<file path="src/rtl/pc_unit.sv">
//==============================================================================
// Module      : pc_unit
// Description : Program counter register with a BOOT/RUN/HALT sequencer.
//               Next PC is selected with priority Jump > Branch > PC_seq.
//               Stall holds PC. Halt or a misaligned target stops fetch
//               until reset. Misaligned targets also set a sticky flag.
//               Optional macro PC_UNIT_PERF_CNT_EN adds the Fetch_cnt
//               output, a counter of PC loads.
// Revision    : 1.0 - initial release
//==============================================================================
`default_nettype none

module pc_unit #(
    parameter logic [31:0] RESET_VECTOR = 32'h0000_0000
) (
    input  logic        clk,
    input  logic        rst_n,
    input  logic [31:0] PC_seq,
    input  logic [31:0] PC_branch,
    input  logic [31:0] PC_jump,
    input  logic        Branch,
    input  logic        Jump,
    input  logic        Stall,
    input  logic        Halt,
    output logic [31:0] PC,
    output logic        PC_valid,
    output logic        Misalign
`ifdef PC_UNIT_PERF_CNT_EN
    ,
    output logic [31:0] Fetch_cnt
`endif
);

    typedef enum logic [1:0] {
        S_BOOT = 2'd0,
        S_RUN  = 2'd1,
        S_HALT = 2'd2
    } state_t;

    state_t      r_state;
    logic [31:0] r_pc;
    logic        r_valid;
    logic        r_misalign;

    logic [31:0] w_target;
    logic        w_target_misaligned;
    logic        w_load;

    // Next-PC selection: Jump beats Branch, which beats the sequential PC.
    always_comb begin
        w_target            = PC_seq;
        w_target_misaligned = 1'b0;
        w_load              = 1'b0;
        if (Jump) begin
            w_target = PC_jump;
        end else if (Branch) begin
            w_target = PC_branch;
        end
        w_target_misaligned = |w_target[1:0];
        // A load happens only in RUN when nothing blocks it.
        w_load = (r_state == S_RUN) && !Halt && !Stall && !w_target_misaligned;
    end

    // Sequencer and PC register; all outputs come straight from these flops.
    always_ff @(posedge clk or negedge rst_n) begin
        if (!rst_n) begin
            r_state    <= S_BOOT;
            r_pc       <= RESET_VECTOR;
            r_valid    <= 1'b0;
            r_misalign <= 1'b0;
        end else begin
            case (r_state)
                S_BOOT: begin
                    // One idle cycle at the reset vector before fetching.
                    r_state <= S_RUN;
                    r_valid <= 1'b1;
                end
                S_RUN: begin
                    if (Halt) begin
                        r_state <= S_HALT;
                        r_valid <= 1'b0;
                    end else if (Stall) begin
                        r_state <= S_RUN;
                    end else if (w_target_misaligned) begin
                        // Refuse the target, keep the old PC, stop fetching.
                        r_state    <= S_HALT;
                        r_valid    <= 1'b0;
                        r_misalign <= 1'b1;
                    end else begin
                        r_pc <= w_target;
                    end
                end
                S_HALT: begin
                    // Terminal until reset; inputs are ignored.
                    r_valid <= 1'b0;
                end
                default: begin
                    r_state <= S_HALT;
                    r_valid <= 1'b0;
                end
            endcase
        end
    end

`ifdef PC_UNIT_PERF_CNT_EN
    logic [31:0] r_fetch_cnt;

    // Count every PC load; natural 32-bit wrap.
    always_ff @(posedge clk or negedge rst_n) begin
        if (!rst_n) begin
            r_fetch_cnt <= 32'd0;
        end else if (w_load) begin
            r_fetch_cnt <= r_fetch_cnt + 32'd1;
        end
    end

    assign Fetch_cnt = r_fetch_cnt;
`else
    logic w_load_unused;
    assign w_load_unused = w_load;
`endif

    assign PC       = r_pc;
    assign PC_valid = r_valid;
    assign Misalign = r_misalign;

endmodule

`default_nettype wire

</file>
<file path="config.mk">
export PLATFORM = sky130hd
export DESIGN_NAME = pc_unit
export DESIGN_NICKNAME = d
export VERILOG_FILES = /design/src/rtl/pc_unit.sv
export SDC_FILE = /design/constraint.sdc
export NUM_CORES = 1
export LEC_CHECK = 0
export CORE_ASPECT_RATIO = 0.6
export CORE_MARGIN = 2
export CORE_UTILIZATION = 40
export DETAILED_ROUTE_END_ITERATION = 6
export GPL_TIMING_DRIVEN = 0
export MAX_ROUTING_LAYER = met4
export PLACE_DENSITY_LB_ADDON = 0.2
export SKIP_LAST_GASP = 1
export SLEW_MARGIN = 20
export SYNTH_ARGS = -nofsm -noshare
export SYNTH_HDL_FRONTEND = slang
export SYNTH_SLANG_ARGS = --single-unit
</file>
<file path="constraint.sdc">
create_clock -name clk -period 2.57 [get_ports clk]
set_input_delay 0.257 -clock clk [delete_from_list [all_inputs] [get_ports clk]]
set_output_delay 0.257 -clock clk [all_outputs]
set_load 0.02 [all_outputs]
</file>
==> results of run 1 <==
[state kept, by name, summed over array words and instances, names as in the netlist]
| name | cells |
|---|---|
| PC | 32 |
| Misalign | 1 |
| PC_valid | 1 |
| r_state | 2 |
[cells by family after synthesis]
family	after synthesis	share of synthesized area [%]
AO/OA/AOI/OAI	35	9.35
buffers and inverters	14	3.80
flip-flops	36	42.1
multiplexers	60	34.7
AND/OR/NAND/NOR	41	10.1
[routing by layer]
metal | vias to the layer above | wire (um) | track usage (%)
li1 | 945 | - | -
met1 | 907 | 2810 | 28.8
met2 | 83 | 2700 | 33.5
met3 | 4 | 492 | 5.41
met4 | 0 | 28 | 2.94
met5 | - | 0 | -
[what timing repair did]
item,CTS,global route
hold buffers,1,0
endpoints found under the setup margin,0,0
endpoints found under the hold margin,5,0
setup buffers,0,0
gates resized for setup,0,0
[worst register-to-register path: stages (launching register included)]
cell,delay [ns]
dfrtp_1,0.43
nor4b_1,0.44
o31a_4,0.28
buf_6,0.19
mux2_4,0.32
[stage by stage]
| step | cells | hold WS (ns) | setup slack, ns |
|---|---|---|---|
| after floorplan | 186 | -0.0386 | 0.967 |
| after global placement | 385 | 0.465 | 0.417 |
| after detailed placement | 386 | 0.103 | 0.458 |
| after CTS | 394 | 0.336 | 0.745 |
| after global routing | 394 | 0.352 | 0.616 |
| final | 394 | 0.337 | 0.717 |
[worst min path at each step]
| stage | end | slack [ns] |
|---|---|---|
| 4_1_cts | PC[4] | 0.34 |
| 2_1_floorplan | Misalign | -0.04 |
| 3_3_place_gp | Misalign | 0.47 |
| 6_report | PC[4] | 0.34 |
| 3_5_place_dp | PC[31] | 0.10 |
| 5_1_grt | PC[4] | 0.35 |
[where the power goes]
| group | internal [uW] | leakage (uW) | switching (uW) |
|---|---|---|---|
| registers | 598 | 0.000492 | 20.7 |
| logic | 259 | 0.00108 | 152 |
| clock network | 184 | 0.0000410 | 193 |
[layout make-up]
type                            instances  area, um2
Fill cell                             379       1450
Timing Repair Buffer                  135       1360
Multi-Input combinational cell        136       1160
Sequential cell                        36        901
Tap cell                               66       82.6
Buffer                                 14       81.3
Clock buffer                            6       72.6
Clock inverter                          1       5.00
[synthesized netlist by cell type (2+ instances only)]
master    count  area, um2
dfrtp_1      36        901
mux2_2        2       22.5
mux2_4       28        420
nand2_1      31        116
nor2b_1       3       18.8
buf_6         3       33.8
mux2i_1      30        300
buf_2         5       25.0
clkbuf_1      6       22.5
o21ai_0      30        150
==> impl_metrics.csv, run 1 <==
group,metric,value,unit
detailed_routing,ant_nets,0,
setup_path,path_cells,"clkdlybuf4s50_1, nor4b_1, o31a_4, buf_6, mux2_4",
pwr,vdd_drop_max,0.000255,V
pwr,power,1410,uW
synthesis,synth_ff_type,"dfrtp_1",
layout,final_cell_mix,"clkdlybuf4s50_1 (132), dfrtp_1 (36), nand2_1 (31), mux2i_1 (30), o21ai_0 (30)",
hold_path,hold_path.class,"in2async",
timing,maxSlewViolCount,0,
status,status,"completed",
cts,cts-root-buf,"clkbuf_8",
cts,h-tree-depth,2,
synthesis,synth_edf_count,0,
layout,design.final.nets,430,
setup_path,crit_family,"buffers and inverters",
setup_path,rr_startpoint,"r_state[1]",
layout,final_util,71.7,%
setup_path,cp_slowest_cell,"nor4b_1",
layout,area_delta_synth_final,70.8,%
synthesis,netlist_instances,186,
pwr,p_leak,0.00162,uW
global_routing,grt_pass1_vias,1890,
synthesis,yosys_warnings,0,
timing,final_hold_viol_count,0,
place,place_area,3570,um2
timing,clock-skew-final,0.00670,ns
cts,cts_buffer_depth,2,
timing,setup_tns,0,ns
floorplan,core,5100,um2
floorplan,die_x,98.5,um
detailed_routing,drt_iter0_drc,62,
synthesis,synth.avg_cell_area,11.5,um2
detailed_routing,wl_per_cell,15.3,um
pwr,p_per_area,385,nW/um2
setup_path,cp.depth,5,
synthesis,syn-cell-area,2140,um2
synthesis,async_reset_ff_share,100,%
floorplan,rows,20,
layout,final_common_cell,"clkdlybuf4s50_1",
place,dp_hpwl,4760,um
place,gp_routability_congestion,0.750,
detailed_routing,drt-vias-per-instance,4.92,
cts,clk_pin_slew,0.07,ns
cts,cts_tree,"built",
synthesis,synth_fp_nets,288,
setup_path,start_kind,"primary input",
synthesis,ys_seq_elements,36,
timing,setup_viol,0,
layout,antenna_cells,0,
global_routing,grt_pass1_wl,9510,um
global_routing,grt_overflow,0,
floorplan,fp.dieH,60.7,um
setup_path,r2r_cells,4,
setup_path,crit_path_start,"Halt",
detailed_routing,dr.pass1.iters,4,
setup_path,critPathCaptureType,"flip-flop",
global_routing,gr-usage-all-layers,21.2,%
floorplan,num_io_pins,136,
timing,tightest_slew,0.474,ns
floorplan,start_util,42.0,%
cts,cts_sinks,36,
setup_path,cpPeakStageDelay,0.49,ns
timing,rsz0062_at_grt,"false",
detailed_routing,num_vias,1939,
synthesis,ys_seq_area_share,42.1,%
setup_path,rr_endpoint,"PC[6]",
timing,period_share,72.1,%
cts,numCtsBuffers,5,
detailed_routing,wl,6030,um
timing,relSlewSlack,67.9,%
cts,clk_latency,0.28,ns
setup_path,crit_end,"PC[6]",
setup_path,cp.buffers_inverters,2,
global_routing,antenna_found_initial,0,
setup_path,cp_data_arrival_time,2.02,ns
setup_path,cp_max_fo,10,
setup_path,cp_data_required_time,2.73,ns
timing,fmax,540,MHz
setup_path,rrSetupSlack,0.78,ns
place,port_buffers,133,
run,drv_cap,0,
setup_path,critPathKind,"in2reg",
synthesis,ys_types,22,
floorplan,floorplan.die_area,5980,um2
layout,final_area,3660,um2
layout,final_layout_size_suffix_gt1_share,15.2,%
timing,period_needed,1.85,ns
detailed_routing,drcViolationCount,0,
global_routing,grt_max_degree,32,
(Power assumes the default switching activity.)
==> inputs of run 2 (changes only) <==
--- a/config.mk
+++ b/config.mk
@@ -7,7 +7,7 @@
 export LEC_CHECK = 0
 export CORE_ASPECT_RATIO = 0.6
 export CORE_MARGIN = 2
-export CORE_UTILIZATION = 40
+export CORE_UTILIZATION = 37
 export DETAILED_ROUTE_END_ITERATION = 6
 export GPL_TIMING_DRIVEN = 0
 export MAX_ROUTING_LAYER = met4
==> constraint.sdc (replaced) <==
create_clock -name clk -period 1.93 [get_ports clk]
set_input_delay 0.193 -clock clk [delete_from_list [all_inputs] [get_ports clk]]
set_output_delay 0.193 -clock clk [all_outputs]
set_load 0.02 [all_outputs]
==> impl_metrics.csv, run 2 (synthesis gave the netlist of run 1 again) <==
group,metric,value,unit
status,status,"completed",
pwr,power,1920,uW
cts,numCtsBuffers,5,
setup_path,start_kind,"primary input",
floorplan,num_io_pins,136,
pwr,p_per_area,521,nW/um2
timing,relSlewSlack,64.6,%
setup_path,cp_data_arrival_time,1.99,ns
detailed_routing,drt_iter0_drc,42,
detailed_routing,wl_per_cell,15.1,um
cts,h-tree-depth,2,
setup_path,cp_max_fo,10,
layout,final_layout_size_suffix_gt1_share,15.8,%
cts,cts_sinks,36,
timing,final_hold_viol_count,0,
layout,seq_area,901,um2
place,port_buffers,133,
timing,maxSlewViolCount,0,
floorplan,core,5570,um2
timing,setup_viol,0,
detailed_routing,ant_nets,0,
timing,setup_tns,0,ns
global_routing,grt_overflow,0,
cts,post-cts-setup-buffers,0,
cts,clk_pin_slew,0.07,ns
hold_path,hold_path.class,"in2async",
layout,final_cell_mix,"clkdlybuf4s50_1 (132), dfrtp_1 (36), nand2_1 (31), mux2i_1 (30), o21ai_0 (30)",
timing,period_needed,1.82,ns
detailed_routing,dr.pass1.iters,4,
cts,cts_resized,0,
timing,rsz0062_at_grt,"false",
detailed_routing,drt-vias-per-instance,4.73,
layout,fill_cells,461,
timing,tightest_slew,0.524,ns
setup_path,critPathKind,"in2reg",
floorplan,rows,21,
pwr,p_leak,0.00163,uW
cts,cts-root-buf,"clkbuf_8",
cts,ctsHoldBuffers,1,
layout,antenna_cells,0,
place,gp_routability_congestion,0.774,
layout,final_common_cell,"clkdlybuf4s50_1",
global_routing,grt_pass1_wl,9890,um
layout,final_util,66.3,%
floorplan,fp.dieH,62.9,um
timing,fmax,549,MHz
cts,cts_buffer_depth,2,
detailed_routing,wl,6170,um
layout,largest_register_ffs,32,
layout,multiInputGateArea,1160,um2
cts,cts_tree,"built",
global_routing,gr-usage-all-layers,20.6,%
global_routing,grt_max_degree,33,
run,drv_cap,0,
detailed_routing,drcViolationCount,0,
layout,area_delta_synth_final,72.3,%
cts,clk_latency,0.28,ns
global_routing,grt_pass1_vias,1913,
detailed_routing,num_vias,1935,
layout,design.final.nets,430,
floorplan,die_x,102,um
setup_path,critPathCaptureType,"flip-flop",
floorplan,start_util,38.5,%
place,dp_hpwl,4810,um
timing,period_share,94.4,%
floorplan,floorplan.die_area,6430,um2
timing,clock-skew-final,0.00247,ns
global_routing,antenna_found_initial,0,
pwr,vdd_drop_max,0.000364,V
setup_path,cp_data_required_time,2.10,ns
[run 2: cell count changes in the layout (fill, tap and decap cells not counted)]
cell	before	now
clkbuf_1	7	6
clkbuf_8	5	6
clkinv_2	1	2
[run 2: routing by layer]
layer  vias up  track usage [%]  part of all wire (%)
met2        72             30.6                    44
li1        941                -                     -
met4         0             4.00                  0.57
met1       920             28.5                    48
met3         2             5.37                   7.1
met5         -                -                     0
[run 2: where the power goes]
group          switching (uW)  internal [uW]
Sequential               25.3            796
Clock                     272            285
Combinational             202            345
[run 2: per-stage QoR]
| stage | hold slack, ns | std cells | setup WS [ns] | area [um2] |
|---|---|---|---|---|
| 6_report | 0.271 | 409 | 0.107 | 3690 |
| 5_1_grt | 0.271 | 409 | 0.0306 | 3690 |
| 4_1_cts | 0.254 | 409 | 0.126 | 3690 |
| 3_5_place_dp | 0.0238 | 400 | -0.165 | 3590 |
| 3_3_place_gp | 0.440 | 399 | -0.141 | 3570 |
| 2_1_floorplan | -0.103 | 186 | 0.327 | 2140 |
[run 2: worst max-delay path, cell delays in order]
cell             delay, ns
clkdlybuf4s50_1       0.47
nor4b_1               0.52
o31a_4                0.29
buf_6                 0.19
mux2_4                0.31
[run 2: path summary, 6_finish.rpt]
path,from,to,slack (ns),cells after the start
setup / recovery,Halt,PC[4],0.11,5
max in group asynchronous,rst_n,PC[9],1.27,3
hold reg to reg,Misalign,Misalign,0.46,1
hold / removal,rst_n,PC[5],0.27,2
setup reg to reg,r_state[1],PC[4],0.11,4
min in group clk,Misalign,Misalign,0.46,1
[run 2: area by class of cell]
class                   count  area share, %
well taps                  80           2.71
plain buffers              14           2.20
clock inverters             2          0.271
multi-input cells         136           31.4
repair buffers            135           36.7
clock buffers               6           2.24
flip-flops and latches     36           24.4
